==> config.mk <==
export PLATFORM = sky130hd
export DESIGN_NAME = platform_field
export DESIGN_NICKNAME = d
export VERILOG_FILES = /design/src/rtl/platform_field.sv
export SDC_FILE = /design/constraint.sdc
export NUM_CORES = 2
export LEC_CHECK = 0
export CORE_UTILIZATION = 35
export CTS_BUF_LIST = sky130_fd_sc_hd__clkbuf_4 sky130_fd_sc_hd__clkbuf_8
export CTS_CLUSTER_DIAMETER = 30
export DETAILED_ROUTE_END_ITERATION = 10
export DONT_BUFFER_PORTS = 1
export MAX_ROUTING_LAYER = met4
export SYNTH_ARGS = -nofsm -noshare
export SYNTH_HDL_FRONTEND = slang
export SYNTH_SLANG_ARGS = --single-unit
==> constraint.sdc <==
create_clock -name Clk -period 4.9 [get_ports Clk]
set_clock_uncertainty 0.15 [all_clocks]
set_input_delay 1.47 -clock Clk [delete_from_list [all_inputs] [get_ports Clk]]
set_output_delay 1.47 -clock Clk [all_outputs]
set_load 0.02 [all_outputs]
==> src/rtl/platform_field.sv <==
// Platform store for the playfield: LFSR-driven layout, downward scroll with
// wrap-to-top regeneration, and registered pixel / landing hit queries.
module platform_field #(
  parameter int         N_PLAT    = 16,
  parameter int         HALF_W    = 4,
  parameter int         HALF_H    = 4,
  parameter int         SPACING   = 30,
  parameter int         SCREEN_H  = 480,
  parameter int         X_MIN     = 64,
  parameter logic [9:0] LFSR_SEED = 10'h1A5
) (
  input  logic                      Clk,
  input  logic                      Reset,
  input  logic                      load_req,
  input  logic                      scroll_req,
  input  logic [3:0]                scroll_amt,
  input  logic [9:0]                DrawX,
  input  logic [9:0]                DrawY,
  input  logic [9:0]                BallX,
  input  logic [9:0]                BallY,
  input  logic [9:0]                Ball_size,
  output logic                      busy,
  output logic                      pix_on,
  output logic [$clog2(N_PLAT)-1:0] pix_idx,
  output logic                      ball_land,
  output logic [$clog2(N_PLAT)-1:0] land_idx
);
  localparam int IW = $clog2(N_PLAT);
  localparam logic signed [11:0] HW = 12'(HALF_W);
  localparam logic signed [11:0] HH = 12'(HALF_H);

  typedef enum logic [1:0] {S_IDLE, S_LOAD, S_SCROLL} state_t;

  state_t        state_q, state_d;
  logic [4:0]    idx_q, idx_d;
  logic [3:0]    amt_q, amt_d;
  logic [9:0]    lfsr_q, lfsr_d;
  logic [9:0]    plat_x_q [N_PLAT];
  logic [9:0]    plat_x_d [N_PLAT];
  logic [9:0]    plat_y_q [N_PLAT];
  logic [9:0]    plat_y_d [N_PLAT];
  logic [9:0]    rand_x;
  logic          last_idx;
  logic          pix_on_q, pix_on_d, ball_land_q, ball_land_d;
  logic [IW-1:0] pix_idx_q, pix_idx_d, land_idx_q, land_idx_d;
  logic [N_PLAT-1:0] pix_hit, land_hit;
  logic signed [11:0] draw_x_s, draw_y_s, ball_x_s, ball_bot_s, ball_sz_s;

  assign lfsr_d   = {lfsr_q[8:0], lfsr_q[9] ^ lfsr_q[6]};
  assign rand_x   = 10'(X_MIN) + {1'b0, lfsr_q[8:0]};
  assign last_idx = (idx_q == 5'(N_PLAT - 1));

  always_ff @(posedge Clk or negedge Reset) begin
    if (!Reset) begin
      state_q <= S_IDLE;
      idx_q   <= '0;
      amt_q   <= '0;
    end else begin
      state_q <= state_d;
      idx_q   <= idx_d;
      amt_q   <= amt_d;
    end
  end

  // Requests are only looked at in IDLE, so anything arriving while busy is dropped.
  always_comb begin
    state_d = state_q;
    idx_d   = idx_q;
    amt_d   = amt_q;
    case (state_q)
      S_IDLE: begin
        idx_d = '0;
        if (load_req) begin
          state_d = S_LOAD;
        end else if (scroll_req) begin
          state_d = S_SCROLL;
          amt_d   = scroll_amt;
        end
      end
      default: begin
        idx_d = last_idx ? 5'd0 : idx_q + 5'd1;
        if (last_idx) state_d = S_IDLE;
      end
    endcase
  end

  always_comb begin
    busy = (state_q != S_IDLE);
  end

  always_comb begin
    logic [10:0] ny;
    ny = '0;
    for (int i = 0; i < N_PLAT; i++) begin
      plat_x_d[i] = plat_x_q[i];
      plat_y_d[i] = plat_y_q[i];
      ny = {1'b0, plat_y_q[i]} + {7'd0, amt_q};
      if (idx_q == 5'(i)) begin
        if (state_q == S_LOAD) begin
          plat_x_d[i] = rand_x;
          plat_y_d[i] = 10'((i + 1) * SPACING);
        end else if (state_q == S_SCROLL) begin
          if (ny >= 11'(SCREEN_H)) begin
            plat_y_d[i] = 10'(ny - 11'(SCREEN_H));
            plat_x_d[i] = rand_x;
          end else begin
            plat_y_d[i] = ny[9:0];
          end
        end
      end
    end
  end

  // Widened signed compares keep platY < HALF_H from wrapping to the bottom of the screen.
  assign draw_x_s   = signed'({2'b00, DrawX});
  assign draw_y_s   = signed'({2'b00, DrawY});
  assign ball_x_s   = signed'({2'b00, BallX});
  assign ball_sz_s  = signed'({2'b00, Ball_size});
  assign ball_bot_s = signed'({2'b00, BallY} + {2'b00, Ball_size});

  generate
    for (genvar gi = 0; gi < N_PLAT; gi++) begin : g_hit
      logic signed [11:0] px, py, ddx, adx;
      assign px  = signed'({2'b00, plat_x_q[gi]});
      assign py  = signed'({2'b00, plat_y_q[gi]});
      assign ddx = ball_x_s - px;
      assign adx = (ddx < 0) ? -ddx : ddx;
      assign pix_hit[gi]  = (draw_x_s >= px - HW) && (draw_x_s <= px + HW) &&
                            (draw_y_s >= py - HH) && (draw_y_s <= py + HH);
      assign land_hit[gi] = (ball_bot_s >= py - HH) && (ball_bot_s <= py + HH) &&
                            (adx <= HW + ball_sz_s);
    end
  endgenerate

  always_comb begin
    pix_on_d    = |pix_hit;
    ball_land_d = |land_hit;
    pix_idx_d   = '0;
    land_idx_d  = '0;
    for (int i = N_PLAT - 1; i >= 0; i--) begin
      if (pix_hit[i])  pix_idx_d  = IW'(i);
      if (land_hit[i]) land_idx_d = IW'(i);
    end
  end

  always_ff @(posedge Clk or negedge Reset) begin
    if (!Reset) begin
      lfsr_q      <= LFSR_SEED;
      pix_on_q    <= 1'b0;
      pix_idx_q   <= '0;
      ball_land_q <= 1'b0;
      land_idx_q  <= '0;
      for (int i = 0; i < N_PLAT; i++) begin
        plat_x_q[i] <= 10'd320;
        plat_y_q[i] <= 10'((i + 1) * SPACING);
      end
    end else begin
      lfsr_q      <= lfsr_d;
      pix_on_q    <= pix_on_d;
      pix_idx_q   <= pix_idx_d;
      ball_land_q <= ball_land_d;
      land_idx_q  <= land_idx_d;
      for (int i = 0; i < N_PLAT; i++) begin
        plat_x_q[i] <= plat_x_d[i];
        plat_y_q[i] <= plat_y_d[i];
      end
    end
  end

  assign pix_on    = pix_on_q;
  assign pix_idx   = pix_idx_q;
  assign ball_land = ball_land_q;
  assign land_idx  = land_idx_q;
endmodule

==> results.yml <==
yosys:
  synth_fp_nets: 8822
  synth_seq_cells: 351
  ys_async_sr_fraction: 1.00
  synth_area_um2: 61000
  synth_cells: 7385
  synth.distinct_cells: 128
  seq_area_frac_synth: 0.146
  synth_edf_count: 0
  synthFlopType: "dfrtp_1"
  ys_warn_count: 0
  avgSynthCellArea_um2: 8.27
clock_network:
  clkTransAtPathRegs_ps: 50
  cts_root_buffer: "clkbuf_8"
  ctsHoldBuffers: 0
  clockBufferDepth: 3
  cts_sinks: 351
  insertion_delay_ps: 930
  numCtsBuffers: 132
  cts_htree_levels: 4
  cts_tree: "built"
worst_hold_path:
  hold_path_class: "primary input to asynchronous set/reset pin"
global_route:
  busiest_layer: "met2"
  grt_overflow_total: 0
  grt_start_max_net_pins: 352
  groute.layer.met2.usage: 0.401
  antenna_found_initial: 10
  met1_usage: 0.315
  grt_pass1_wl_mm: 335
  grt_usage: 0.252
  grt_pass1_vias: 58700
  met3_usage: 0.0416
layout:
  area_delta_synth_final_pct: 20.5
  drive_gt1_frac: 0.185
  final_area_um2: 73600
  fin_nets: 9467
timing:
  slew_headroom: 0.147
  slew_violations: 0
  fin_crit_sh: 1.08
  setup_slack_ps: -378
  worstMarginPinSlew_ps: 1280
  period_needed_ps: 5280
  hold_viol_final: 0
  setup_viol: 5
  rsz0062_at_grt: "yes"
  fmax_mhz: 189
  tns_ps: -1560
  whs_ps: 147
floorplanning:
  die_w_um: 420
  coreArea_um2: 172000
  die_height_um: 420
  ios: 69
  die-area_um2: 176000
  num_rows: 152
  start_util: 0.354
power:
  worst_ir_drop_vdd_uv: 320
  power_mw: 28.1
  p_leak_nw: 32.5
  powerDensity_nw_per_um2: 382
detailed_routing:
  drt_iter0_drc: 4234
  wl_mm: 220
  viasPerCell: 5.71
  drc: 0
  via_count: 59700
  routedWlPerCell_um: 21.0
  drtPass1Iterations: 6
  antenna_left: 0
place:
  place_area_um2: 68900
  dp_hpwl_mm: 160
  post-place-ws_ps: -1860
  place_congestion: 0.940
  io_buffers: 0
job:
  cap_violations: 0
worst_setup_path:
  reg2reg_slack_ps: -20
  crit_path_start_kind: "primary input"
  cp_max_fo: 3
  critical_path_class: "primary input to register"
  reg2reg_to: "land_idx[0]$_DFF_PN0_"
  ff2ff_path_depth: 20
  crit_required_ps: 5570
  cp.arrival_ps: 5950
  endpoint_kind: "register"
  r2r_start: "g_hit[12].px[1]$_DFFE_PN0P_"
status:
  status: "complete, but fails checks"
  violations: "negative setup slack"
-- area by class of cell --
type	count	area [um^2]
diodes	12	30.0
flip-flops and latches	351	8910
multi-input cells	6402	51100
fillers	17200	98900
well taps	2310	2890
clock buffers	197	2470
inverters	408	1540
clock inverters	45	671
repair buffers	735	5970
-- routing by layer --
metal,part of all wire,wire [um],vias up
met5,0,0,-
met1,0.44,96100,28600
met3,0.070,15300,483
li1,-,-,28700
met4,0.043,9420,0
met2,0.45,99100,1870
-- power by group --
| part | switching, mW | leakage [nW] | internal, mW |
|---|---|---|---|
| clock | 2.08 | 1.65 | 4.01 |
| combinational | 9.90 | 26.4 | 7.74 |
| sequential | 0.924 | 4.46 | 3.43 |
| total | 12.9 | 32.5 | 15.2 |
-- flip-flops by register name (all words and copies together) (netlist names) --
| register | flops |
|---|---|
| land_idx | 4 |
| g_hit.px | 160 |
| ball_land | 1 |
| idx_q | 5 |
| g_hit.py | 160 |
| lfsr_q | 10 |
| pix_on | 1 |
| pix_idx | 4 |
| amt_q | 4 |
| state_q | 2 |
-- worst max-delay path by stage --
stage	start	end
detailed placement	Ball_size[0]	land_idx[3]$_DFF_PN0_
finish	BallX[0]	land_idx[2]$_DFF_PN0_
global placement	Ball_size[0]	land_idx[3]$_DFF_PN0_
CTS	BallX[0]	land_idx[3]$_DFF_PN0_
global route	BallX[0]	land_idx[3]$_DFF_PN0_
floorplan	BallX[0]	ball_land$_DFF_PN0_
-- cells in the mapped netlist (all sizes together), types with 62 or more instances --
library cell  count  share of area
nand2b           62         0.0064
dfstp           101          0.043
ha             1346           0.28
o31ai            79          0.010
nor3            217          0.018
or3              62         0.0064
mux2            124          0.023
clkbuf          146         0.0090
nand4           175          0.018
nor2            427          0.027
o211ai           69         0.0086
a21oi           420          0.035
nor2b           141          0.015
a211oi          122          0.015
o21ai           433          0.036
a21o            159          0.020
nand2           565          0.035
dfrtp           250           0.10
xor2            143          0.021
buf              78         0.0068
o21a             82          0.010
inv             403          0.025
xnor2           615          0.088
nand3           336          0.028
-- cells in the final DEF, fill, tap and decap left out, drive strengths merged, types with 33 or more instances in the layout --
master | netlist | routed
a211oi | 122 | 122
a21o | 159 | 159
a21oi | 420 | 420
a31oi | 54 | 54
and3 | 51 | 51
buf | 78 | 734
clkbuf | 146 | 197
dfrtp | 250 | 250
dfstp | 101 | 101
fa | 33 | 33
ha | 1346 | 1346
inv | 403 | 410
mux2 | 124 | 124
mux2i | 51 | 51
nand2 | 565 | 565
nand2b | 62 | 62
nand3 | 336 | 336
nand4 | 175 | 175
nor2 | 427 | 427
nor2b | 141 | 141
nor3 | 217 | 217
nor4 | 61 | 61
o211ai | 69 | 69
o21a | 82 | 82
o21ai | 433 | 433
o21bai | 51 | 51
o31ai | 79 | 79
or3 | 62 | 62
xnor2 | 615 | 615
xor2 | 143 | 143
-- through the flow --
step,instances,util
3_3_place_gp,10200,0.399
6_report,10500,0.426
2_1_floorplan,7385,-
3_5_place_dp,10200,0.399
5_1_grt,10500,0.426
4_1_cts,10400,0.423
-- cells by family (layout without fill, tap and decap cells) --
kind of cell             count (synthesis)  after routing  share of synthesized area
multiplexers                           177            177                     0.0325
adder cells (fa/ha/maj)               1381           1381                      0.287
other                                    0             12                          0
AO/OA/AOI/OAI                         1820           1820                      0.198
XOR/XNOR                               758            758                      0.109
buffers and inverters                  632           1385                     0.0408
AND/OR/NAND/NOR                       2266           2266                      0.186
flip-flops                             351            351                      0.146
-- what timing repair did --
item / 4_1_cts / 5_1_grt
setup endpoints to repair: 5 / 6
cloned: 3 / 3
buffers inserted: 36 / 11
resized for setup: 158 / 105
pin swaps: 97 / 75
-- worst max-delay path, stage by stage --
cell        delay, ps
clkinvlp_4         90
buf_12            120
buf_8             120
ha_4              140
inv_1              50
fa_2              340
buf_4             150
xnor2_2           200
nand3_2           130
or3_4             430
or3_4             360
o31ai_4           210
xnor2_2           100
ha_1              320
a21o_1            200
a21oi_2           160
o21ai_1            90
o31ai_1           280
buf_4             210
o21ai_4            90
a21oi_4           190
nor3b_4            60
buf_4             130
o21ba_1           160
nor4_2            120
Power figures use the tool's default switching activity.
